`config.mk`:
```
export PLATFORM = sky130hd
export DESIGN_NAME = ssd_scan_driver_flat
export DESIGN_NICKNAME = d
export VERILOG_FILES = /design/src/rtl/ssd_scan_driver_if.sv /design/src/rtl/ssd_scan_driver.sv /design/src/flat_wrapper.sv
export SDC_FILE = /design/constraint.sdc
export NUM_CORES = 1
export LEC_CHECK = 0
export ABC_AREA = 1
export BUFFER_PORTS_ARGS = -buffer_cell sky130_fd_sc_hd__buf_2
export CORE_ASPECT_RATIO = 0.8
export CORE_UTILIZATION = 25
export CTS_BUF_LIST = sky130_fd_sc_hd__clkbuf_16
export DETAILED_ROUTE_END_ITERATION = 8
export HOLD_SLACK_MARGIN = 0.06
export REMOVE_ABC_BUFFERS = 1
export SLEW_MARGIN = 40
export SYNTH_ARGS = -nofsm -noshare
export SYNTH_HDL_FRONTEND = slang
export SYNTH_SLANG_ARGS = --single-unit
```
`constraint.sdc`:
```
create_clock -name Clk -period 2.69 [get_ports Clk]
set_input_delay 0.4035 -clock Clk [delete_from_list [all_inputs] [get_ports Clk]]
set_output_delay 0.4035 -clock Clk [all_outputs]
set_load 0.02 [all_outputs]
```
`src/rtl/ssd_scan_driver_if.sv`:
```
// ssd_scan_driver_if: bus between the ALU result source and the seven-segment scan driver.
//   Value [8:0] : result to display, {Cout,Sum}
//   Mode        : 0 = decimal, 1 = hex
//   SSD   [7:0] : active-low segments, SSD[7] = dp, SSD[6:0] = g..a
//   An    [3:0] : active-low one-hot digit enables, An[0] = rightmost digit
//   Valid       : one-cycle pulse when a new conversion is committed
interface ssd_scan_driver_if;
    logic [8:0] Value;
    logic       Mode;
    logic [7:0] SSD;
    logic [3:0] An;
    logic       Valid;
    modport master (output Value, Mode, input SSD, An, Valid);
    modport slave  (input Value, Mode, output SSD, An, Valid);
endinterface

```
`src/rtl/ssd_scan_driver.sv`:
```
// ssd_scan_driver: converts the 9-bit ALU result to decimal/hex digits and scans a 4-digit display.
//   Clk   : system clock, rising edge
//   Rst_n : synchronous active-low reset
//   bus   : slave side of ssd_scan_driver_if (Value/Mode in, SSD/An/Valid out)
module ssd_scan_driver #(
    parameter int REFRESH_DIV = 50000,
    parameter bit BLANK_LZ    = 1'b1
) (
    input  logic             Clk,
    input  logic             Rst_n,
    ssd_scan_driver_if.slave bus
);
    localparam int PW = (REFRESH_DIV > 2) ? $clog2(REFRESH_DIV) : 1;
    localparam logic [6:0] BLANK = 7'h7F;
    localparam logic [6:0] LET_D = 7'h21;
    localparam logic [6:0] LET_H = 7'h09;

    typedef enum logic [1:0] {LOAD, SHIFT, COMMIT} state_t;

    function automatic logic [6:0] seg(input logic [3:0] n);
        case (n)
            4'h0: seg = 7'h40;
            4'h1: seg = 7'h79;
            4'h2: seg = 7'h24;
            4'h3: seg = 7'h30;
            4'h4: seg = 7'h19;
            4'h5: seg = 7'h12;
            4'h6: seg = 7'h02;
            4'h7: seg = 7'h78;
            4'h8: seg = 7'h00;
            4'h9: seg = 7'h10;
            4'hA: seg = 7'h08;
            4'hB: seg = 7'h03;
            4'hC: seg = 7'h46;
            4'hD: seg = 7'h21;
            4'hE: seg = 7'h06;
            default: seg = 7'h0E;
        endcase
    endfunction

    state_t          state;
    logic [8:0]      shadow;
    logic            mode_s;
    logic [8:0]      bin;
    logic [11:0]     bcd;
    logic [3:0]      bitcnt;
    logic [3:0][6:0] dig;
    logic [PW-1:0]   pre;
    logic [1:0]      idx;

    logic [11:0]     bcd_adj;
    logic [3:0]      n0, n1, n2;
    logic            b1, b2;
    logic            commit;
    logic            wrap;
    logic [1:0]      idx_n;
    logic [3:0][6:0] dn;

    // Double-dabble correction: bump any BCD nibble >= 5 before the shift.
    always_comb begin
        bcd_adj = bcd;
        for (int i = 0; i < 3; i++)
            bcd_adj[4*i +: 4] = bcd[4*i +: 4] + ((bcd[4*i +: 4] >= 4'd5) ? 4'd3 : 4'd0);
    end

    assign n0     = mode_s ? shadow[3:0] : bcd[3:0];
    assign n1     = mode_s ? shadow[7:4] : bcd[7:4];
    assign n2     = mode_s ? {3'b000, shadow[8]} : bcd[11:8];
    assign b2     = BLANK_LZ && (n2 == 4'd0);
    assign b1     = b2 && (n1 == 4'd0);
    assign commit = (state == COMMIT);
    assign wrap   = (pre == PW'(REFRESH_DIV - 1));
    assign idx_n  = wrap ? idx + 2'd1 : idx;

    // Next digit contents, so a commit landing on a scan advance is shown immediately.
    always_comb begin
        dn = dig;
        if (commit) begin
            dn[0] = seg(n0);
            dn[1] = b1 ? BLANK : seg(n1);
            dn[2] = b2 ? BLANK : seg(n2);
            dn[3] = mode_s ? LET_H : LET_D;
        end
    end

    always_ff @(posedge Clk) begin
        if (!Rst_n) begin
            state     <= LOAD;
            shadow    <= '0;
            mode_s    <= 1'b0;
            bin       <= '0;
            bcd       <= '0;
            bitcnt    <= '0;
            dig       <= {4{BLANK}};
            pre       <= '0;
            idx       <= '0;
            bus.SSD   <= 8'hFF;
            bus.An    <= 4'hF;
            bus.Valid <= 1'b0;
        end else begin
            bus.Valid <= commit;
            dig       <= dn;
            pre       <= wrap ? '0 : pre + 1'b1;
            idx       <= idx_n;
            bus.An    <= ~(4'b0001 << idx_n);
            bus.SSD   <= {1'b1, dn[idx_n]};
            case (state)
                LOAD: begin
                    shadow <= bus.Value;
                    mode_s <= bus.Mode;
                    bin    <= bus.Value;
                    bcd    <= '0;
                    bitcnt <= '0;
                    state  <= SHIFT;
                end
                SHIFT: begin
                    {bcd, bin} <= {bcd_adj[10:0], bin, 1'b0};
                    bitcnt     <= bitcnt + 4'd1;
                    state      <= (bitcnt == 4'd8) ? COMMIT : SHIFT;
                end
                COMMIT:  state <= LOAD;
                default: state <= LOAD;
            endcase
        end
    end
endmodule

```
`src/flat_wrapper.sv`:
```
// flat-port wrapper written by rule: the top's interface ports become plain ports
module ssd_scan_driver_flat 
#(
    parameter int REFRESH_DIV = 50000,
    parameter bit BLANK_LZ    = 1'b1
)
  (Clk, Rst_n, bus_Value, bus_Mode, bus_SSD, bus_An, bus_Valid);
  ssd_scan_driver_if bus_i ();
  input  logic Clk;
  input  logic Rst_n;
  input wire logic [$bits(bus_i.Value)-1:0] bus_Value;
  input wire logic [$bits(bus_i.Mode)-1:0] bus_Mode;
  output wire logic [$bits(bus_i.SSD)-1:0] bus_SSD;
  output wire logic [$bits(bus_i.An)-1:0] bus_An;
  output wire logic [$bits(bus_i.Valid)-1:0] bus_Valid;
  assign bus_i.Value = bus_Value;
  assign bus_i.Mode = bus_Mode;
  assign bus_SSD = bus_i.SSD;
  assign bus_An = bus_i.An;
  assign bus_Valid = bus_i.Valid;
  ssd_scan_driver #(.REFRESH_DIV(REFRESH_DIV), .BLANK_LZ(BLANK_LZ)) u_core (.Clk(Clk), .Rst_n(Rst_n), .bus(bus_i));
endmodule
```
### Word level (Yosys, flattened, before mapping)

Memories as Yosys holds them, arrays and structs flattened.
Cells that the tools add are included.
W data, S select, Z words.

| storage, ports and cells | value |
|---|---|
| RAM bits | 0 |
| bits in latches | 0 |
| output and inout port bits | 13 |
| memory bits (read-only) | 336 |
| register bits after elaboration | 96 |
| memories | 3 |
| logic and storage cells | 60 |

| operators by class | value |
|---|---|
| div/mod/pow operators | 0 |
| reduce and logical (&&, ||, !) cells | 6 |
| add/subtract/negate cells | 6 |
| bitwise gates (word level) | 2 |
| order comparisons | 4 |
| shifts and indexed selects | 1 |
| equality and inequality tests | 4 |
| multiplexer cells | 18 |
| multipliers | 0 |

Memories:

| memory | words | width | rd ports | clocked after memory_dff | write ports | RTL line | source |
|---|---|---|---|---|---|---|---|
| (name not given) | 16 | 7 | 1 | 0 | 0 | ssd_scan_driver.sv:21 | `case (n)` |
| (name not given) | 16 | 7 | 1 | 0 | 0 | ssd_scan_driver.sv:21 |  |
| (name not given) | 16 | 7 | 1 | 0 | 0 | ssd_scan_driver.sv:21 |  |

Operators with widths:

| cell | count |
|---|---|
| $mux W28 | 1 |
| $pmux W12 S2 | 1 |
| $mux W7 | 3 |
| $pmux W9 S2 | 1 |
| $add A16 B1 Y16 const B | 1 |
| $eq A16 B16 Y1 const B | 1 |
| $bmux W7 S2 | 1 |
| $ge A4 B3 Y1 const B | 3 |
| $mux W4 | 3 |
| $mux W2 | 5 |
| $add A4 B4 Y4 | 2 |
| $logic_not A4 Y1 | 2 |
| $pmux W4 S2 | 1 |
| $mux W6 | 1 |
| $add A4 B1 Y4 const B | 1 |
| $eq A4 B4 Y1 const B | 1 |
| $not A4 Y4 | 1 |
| $pmux W2 S2 | 1 |
| $shl A1 B2 Y4 const A | 1 |
| $add A3 B3 Y3 | 1 |
| $lt A2 B3 Y1 const B | 1 |
| $add A2 B1 Y2 const B | 1 |
| $eq A2 B1 Y1 const B | 1 |
| $eq A2 B2 Y1 const B | 1 |
| 5 further kinds | 5 |

### Longest topological paths before layout

| depth | value |
|---|---|
| word-level depth | 7 |
| mapped depth | 17 |
| gate-level depth less buffers | 15 |

### Least setup slack after synthesis

No wires, ideal clock.

| timing | value |
|---|---|
| path kind | register to register |
| start | register u_core.mode_s |
| end | register u_core.bus.SSD[6] |
| arrival | 1.769 ns |
| data required time | 2.556 ns |
| stages on the path, launching flop included | 14 |
| setup slack | 0.788 ns |
| path buffers | 2 |
| path through | dfxtp_1 > buf_6 > buf_4 > nor2_1 > inv_1 > ha_1 > nand4_2 > nor2_1 > nor2_2 > nand2_1 > nand3_1 > nand2_1 > nand2_1 > nand3_1 |

| on the way | value |
|---|---|
| word-level cells in the longest chain between the ends | 7 |

RTL lines:

| item | RTL line | source |
|---|---|---|
| start, declared | ssd_scan_driver.sv:43 | `logic mode_s;` |
| start signal, assigned | ssd_scan_driver.sv:110 | `mode_s <= bus.Mode;` |
| branches (longest 4 deep; another with $mem_v2 Z16 W7) | - |  |
| $mux W28 (*) | ssd_scan_driver.sv:78 | `if (commit) begin` |
| $bmux W7 S2 (*) | ssd_scan_driver.sv:106 | `bus.SSD <= {1'b1, dn[idx_n]};` |
| $mux W7 (implied by the code) (*) | ssd_scan_driver.sv:106 |  |
| end signal, assigned | ssd_scan_driver.sv:106 |  |
| end, declared | ssd_scan_driver_if.sv:14 | `modport slave (input Value, Mode, output SSD, An, Valid);` |

Every way passes the cells marked *. The select of a mux whose other input is x is not followed.
A chain may end at the register's enable or synchronous reset.

### Worst setup path in the final report

| timing | value |
|---|---|
| start | register u_core.mode_s |
| end | register u_core.bus.SSD[1] |

Same word-level chain as after synthesis.

==> impl_metrics.toml <==
[power_and_ir_drop]
ir_drop_mv = 0.2880
power.density_mw_per_mm2 = 524.9
p_leak_uw = 0.002478

[sta]
slew-limit-headroom_pct = 51.30
slew_viol_final = 0
setup_viol = 0
final.setup.worst_slack_ns = 0.3732
rsz0062_at_grt = "no"
min_period_over_period_pct = 86.13
finClkSkew_ns = 0.008006
clock.fmax_mhz = 431.6
hold_viol_final = 0
min_period_ns = 2.317
worst_pin_slew_ns = 0.7256
fin_setup_tns_ns = 0
fin_hold_ws_ns = 0.3048

[floorplanning]
fp-row-count = 45
dieArea_mm2 = 0.02056
pin_count = 25
die_h_um = 128.4
dieWidth_um = 160.1
design.core.area_mm2 = 0.01926
start_util_pct = 25.95

[route]
dr.pass1.iters = 6
via_per_inst = 4.350
vias = 4267
ant_nets = 0
drt_iter0_drc = 278
drt-total-wl_um = 11280
wire_per_inst_um = 11.49
drc_errors = 0

[logic_synthesis]
ys.flop_type = "dfxtp_1"
syn_area_mm2 = 0.004996
synth_warnings = 0
syn_inst = 696
synth-seq-cells = 95
syn_avg_cell_area_um2 = 7.178
synthArstFlopShare_pct = 0
synth_edf_count = 0
yosysSeqAreaShare_pct = 38.07
synthDistinctLibCells = 42

[cts]
htree_levels = 3
cts_tree = "yes"
insertion_delay_ns = 0.35
clk_pin_slew_ns = 0.07
cts_setup_buffers = 0
ctsHoldBuffers = 0
clock_path_buffers = 2
root_buffer = "clkbuf_16"
clock_sinks = 95
numCtsBuffers = 9
cts_resized = 0

[setup_path]
cp_slowest_stage_delay_ns = 0.45
required_ns = 2.94
crit_fanout = 13
crit_path_top_delay_cell = "dfxtp_1"
start_kind = "flop"
r2r_start = "u_core.mode_s"
cp-end-kind = "flop"
cp.arrival_ns = 2.57
startpoint = "u_core.mode_s"
path_cells = "buf_4 -> nor2_1 -> inv_1 -> ha_1 -> nand4_2 -> nor2_1 -> nor2_2 -> nand2_1 -> nand3_1 -> nand3_1 -> nand2_1 -> inv_1"
path_class = "flop to flop"

[final_layout]
syn2layout_area_growth_pct = 13.70
drive_gt1_share_pct = 13.55
fin_nets = 762
antenna_cells = 0

[global_route]
antenna_found_initial = 0
overflow = 0
track_usage_pct = 11.56
grt_pass1_wl_um = 19220
grt_pass1_vias = 4041
grt_max_degree = 25

[worst_hold_path]
min_from = "bus_Value[0]"
hold_path.class = "input pin to flop"

[place]
gp_congestion = 0.8583
hpwl_um = 8365
io_buffers = 23
dp_slack_ns = 0.3933

[run]
drv_cap = 0

[status]
status = "complete, no violations"
per-layer routing:
metal / routed length [um] / up-vias / track usage [%]
met2: 4756 / 74 / 17.90
met3: 398 / 13 / 2.418
met5: 0 / - / 0
met1: 5951 / 1930 / 15.87
met4: 170 / 0 / 4.090
li1: - / 2250 / -
area by class of cell:
class	count	area (um2)
timing repair buffer	31	175.2
tap	258	322.8
fill	2130	13580
inverter	80	300.3
sequential	95	1902
clock buffer	9	225.2
multi-input combinational	502	2686
clock inverter	6	68.82
cell families (layout without fill, tap and decap cells):
| kind of cell | count (synthesis) | in the layout | synth area share [%] |
|---|---|---|---|
| AND/OR/NAND/NOR | 376 | 376 | 34.71 |
| buffers and inverters | 99 | 126 | 8.164 |
| XOR/XNOR | 5 | 5 | 0.8767 |
| AO/OA/AOI/OAI | 89 | 89 | 9.892 |
| adder cells (fa/ha/maj) | 31 | 31 | 8.215 |
| other | 1 | 1 | 0.07506 |
| flip-flops | 95 | 95 | 38.07 |
critical path: cells and delay by family (launching register included):
kind	cells	cell delay [ns]
fa+ha+maj	1	0.25
buf+inv	3	0.44
flops	1	0.45
simple gates	8	1.08
layout by cell type, fill, tap and decap left out, drive strengths merged:
master / count
fa: 3
o22ai: 9
nand4: 5
nor4: 2
xor2: 2
or2: 12
xnor2: 3
o311ai: 1
bufinv: 1
a21oi: 25
nand2: 217
ha: 28
nor2: 69
conb: 1
nand3: 58
dfxtp: 95
and3: 1
o211ai: 5
nand3b: 3
o221ai: 1
o21bai: 3
a211oi: 1
clkbuf: 9
clkinv: 3
nor3b: 3
nor3: 6
inv: 82
o21ai: 44
buf: 31
state kept, by name (all words and copies together) (netlist names):
register / flops
u_core.shadow: 9
u_core.bus.SSD: 7
u_core.bin: 9
u_core.state: 2
u_core.bcd: 12
u_core.dig: 28
u_core.bus.An: 4
u_core.bitcnt: 4
u_core.pre: 16
u_core.idx: 2
u_core.bus.Valid: 1
u_core.mode_s: 1
cell usage after synthesis, drive strengths merged (2+ instances only):
library cell	count	area (um2)
a21oi	25	125.1
buf	12	81.32
clkbuf	7	26.28
dfxtp	95	1902
fa	3	60.06
ha	28	350.3
inv	80	300.3
nand2	217	872.1
nand3	58	325.3
nand3b	3	22.52
nand4	5	37.53
nor2	69	320.3
nor3	6	40.04
nor3b	3	22.52
nor4	2	12.51
o211ai	5	37.54
o21ai	44	227.7
o21bai	3	22.52
o22ai	9	56.30
or2	12	75.07
xnor2	3	26.28
xor2	2	17.52
worst paths after layout:
path	to	slack (ns)	cells after the start
worst max-delay path	u_core.bus.SSD[1]	0.37	12
worst min-delay path	u_core.shadow[0]	0.30	3
worst min register to register	u_core.dig[21]	0.43	2
worst max register to register	u_core.bus.SSD[1]	0.37	12
where the power goes:
group / total [uW] / switching (uW) / internal (uW)
clock network: 1300 / 578 / 723
registers: 1450 / 19.0 / 1430
logic: 228 / 155 / 73.3
total: 2980 / 752 / 2230
per-stage QoR:
stage / util (%) / std cells / total power (uW) / area [um2]
3_3_place_gp: 27.97 / 966 / 1711 / 5386
5_1_grt: 29.50 / 981 / 3111 / 5680
6_report: 29.50 / 981 / 2981 / 5680
2_1_floorplan: - / 677 / 1635 / 4888
3_5_place_dp: 27.97 / 966 / 1712 / 5386
4_1_cts: 29.50 / 981 / 3009 / 5680
(Power assumes the default switching activity.)
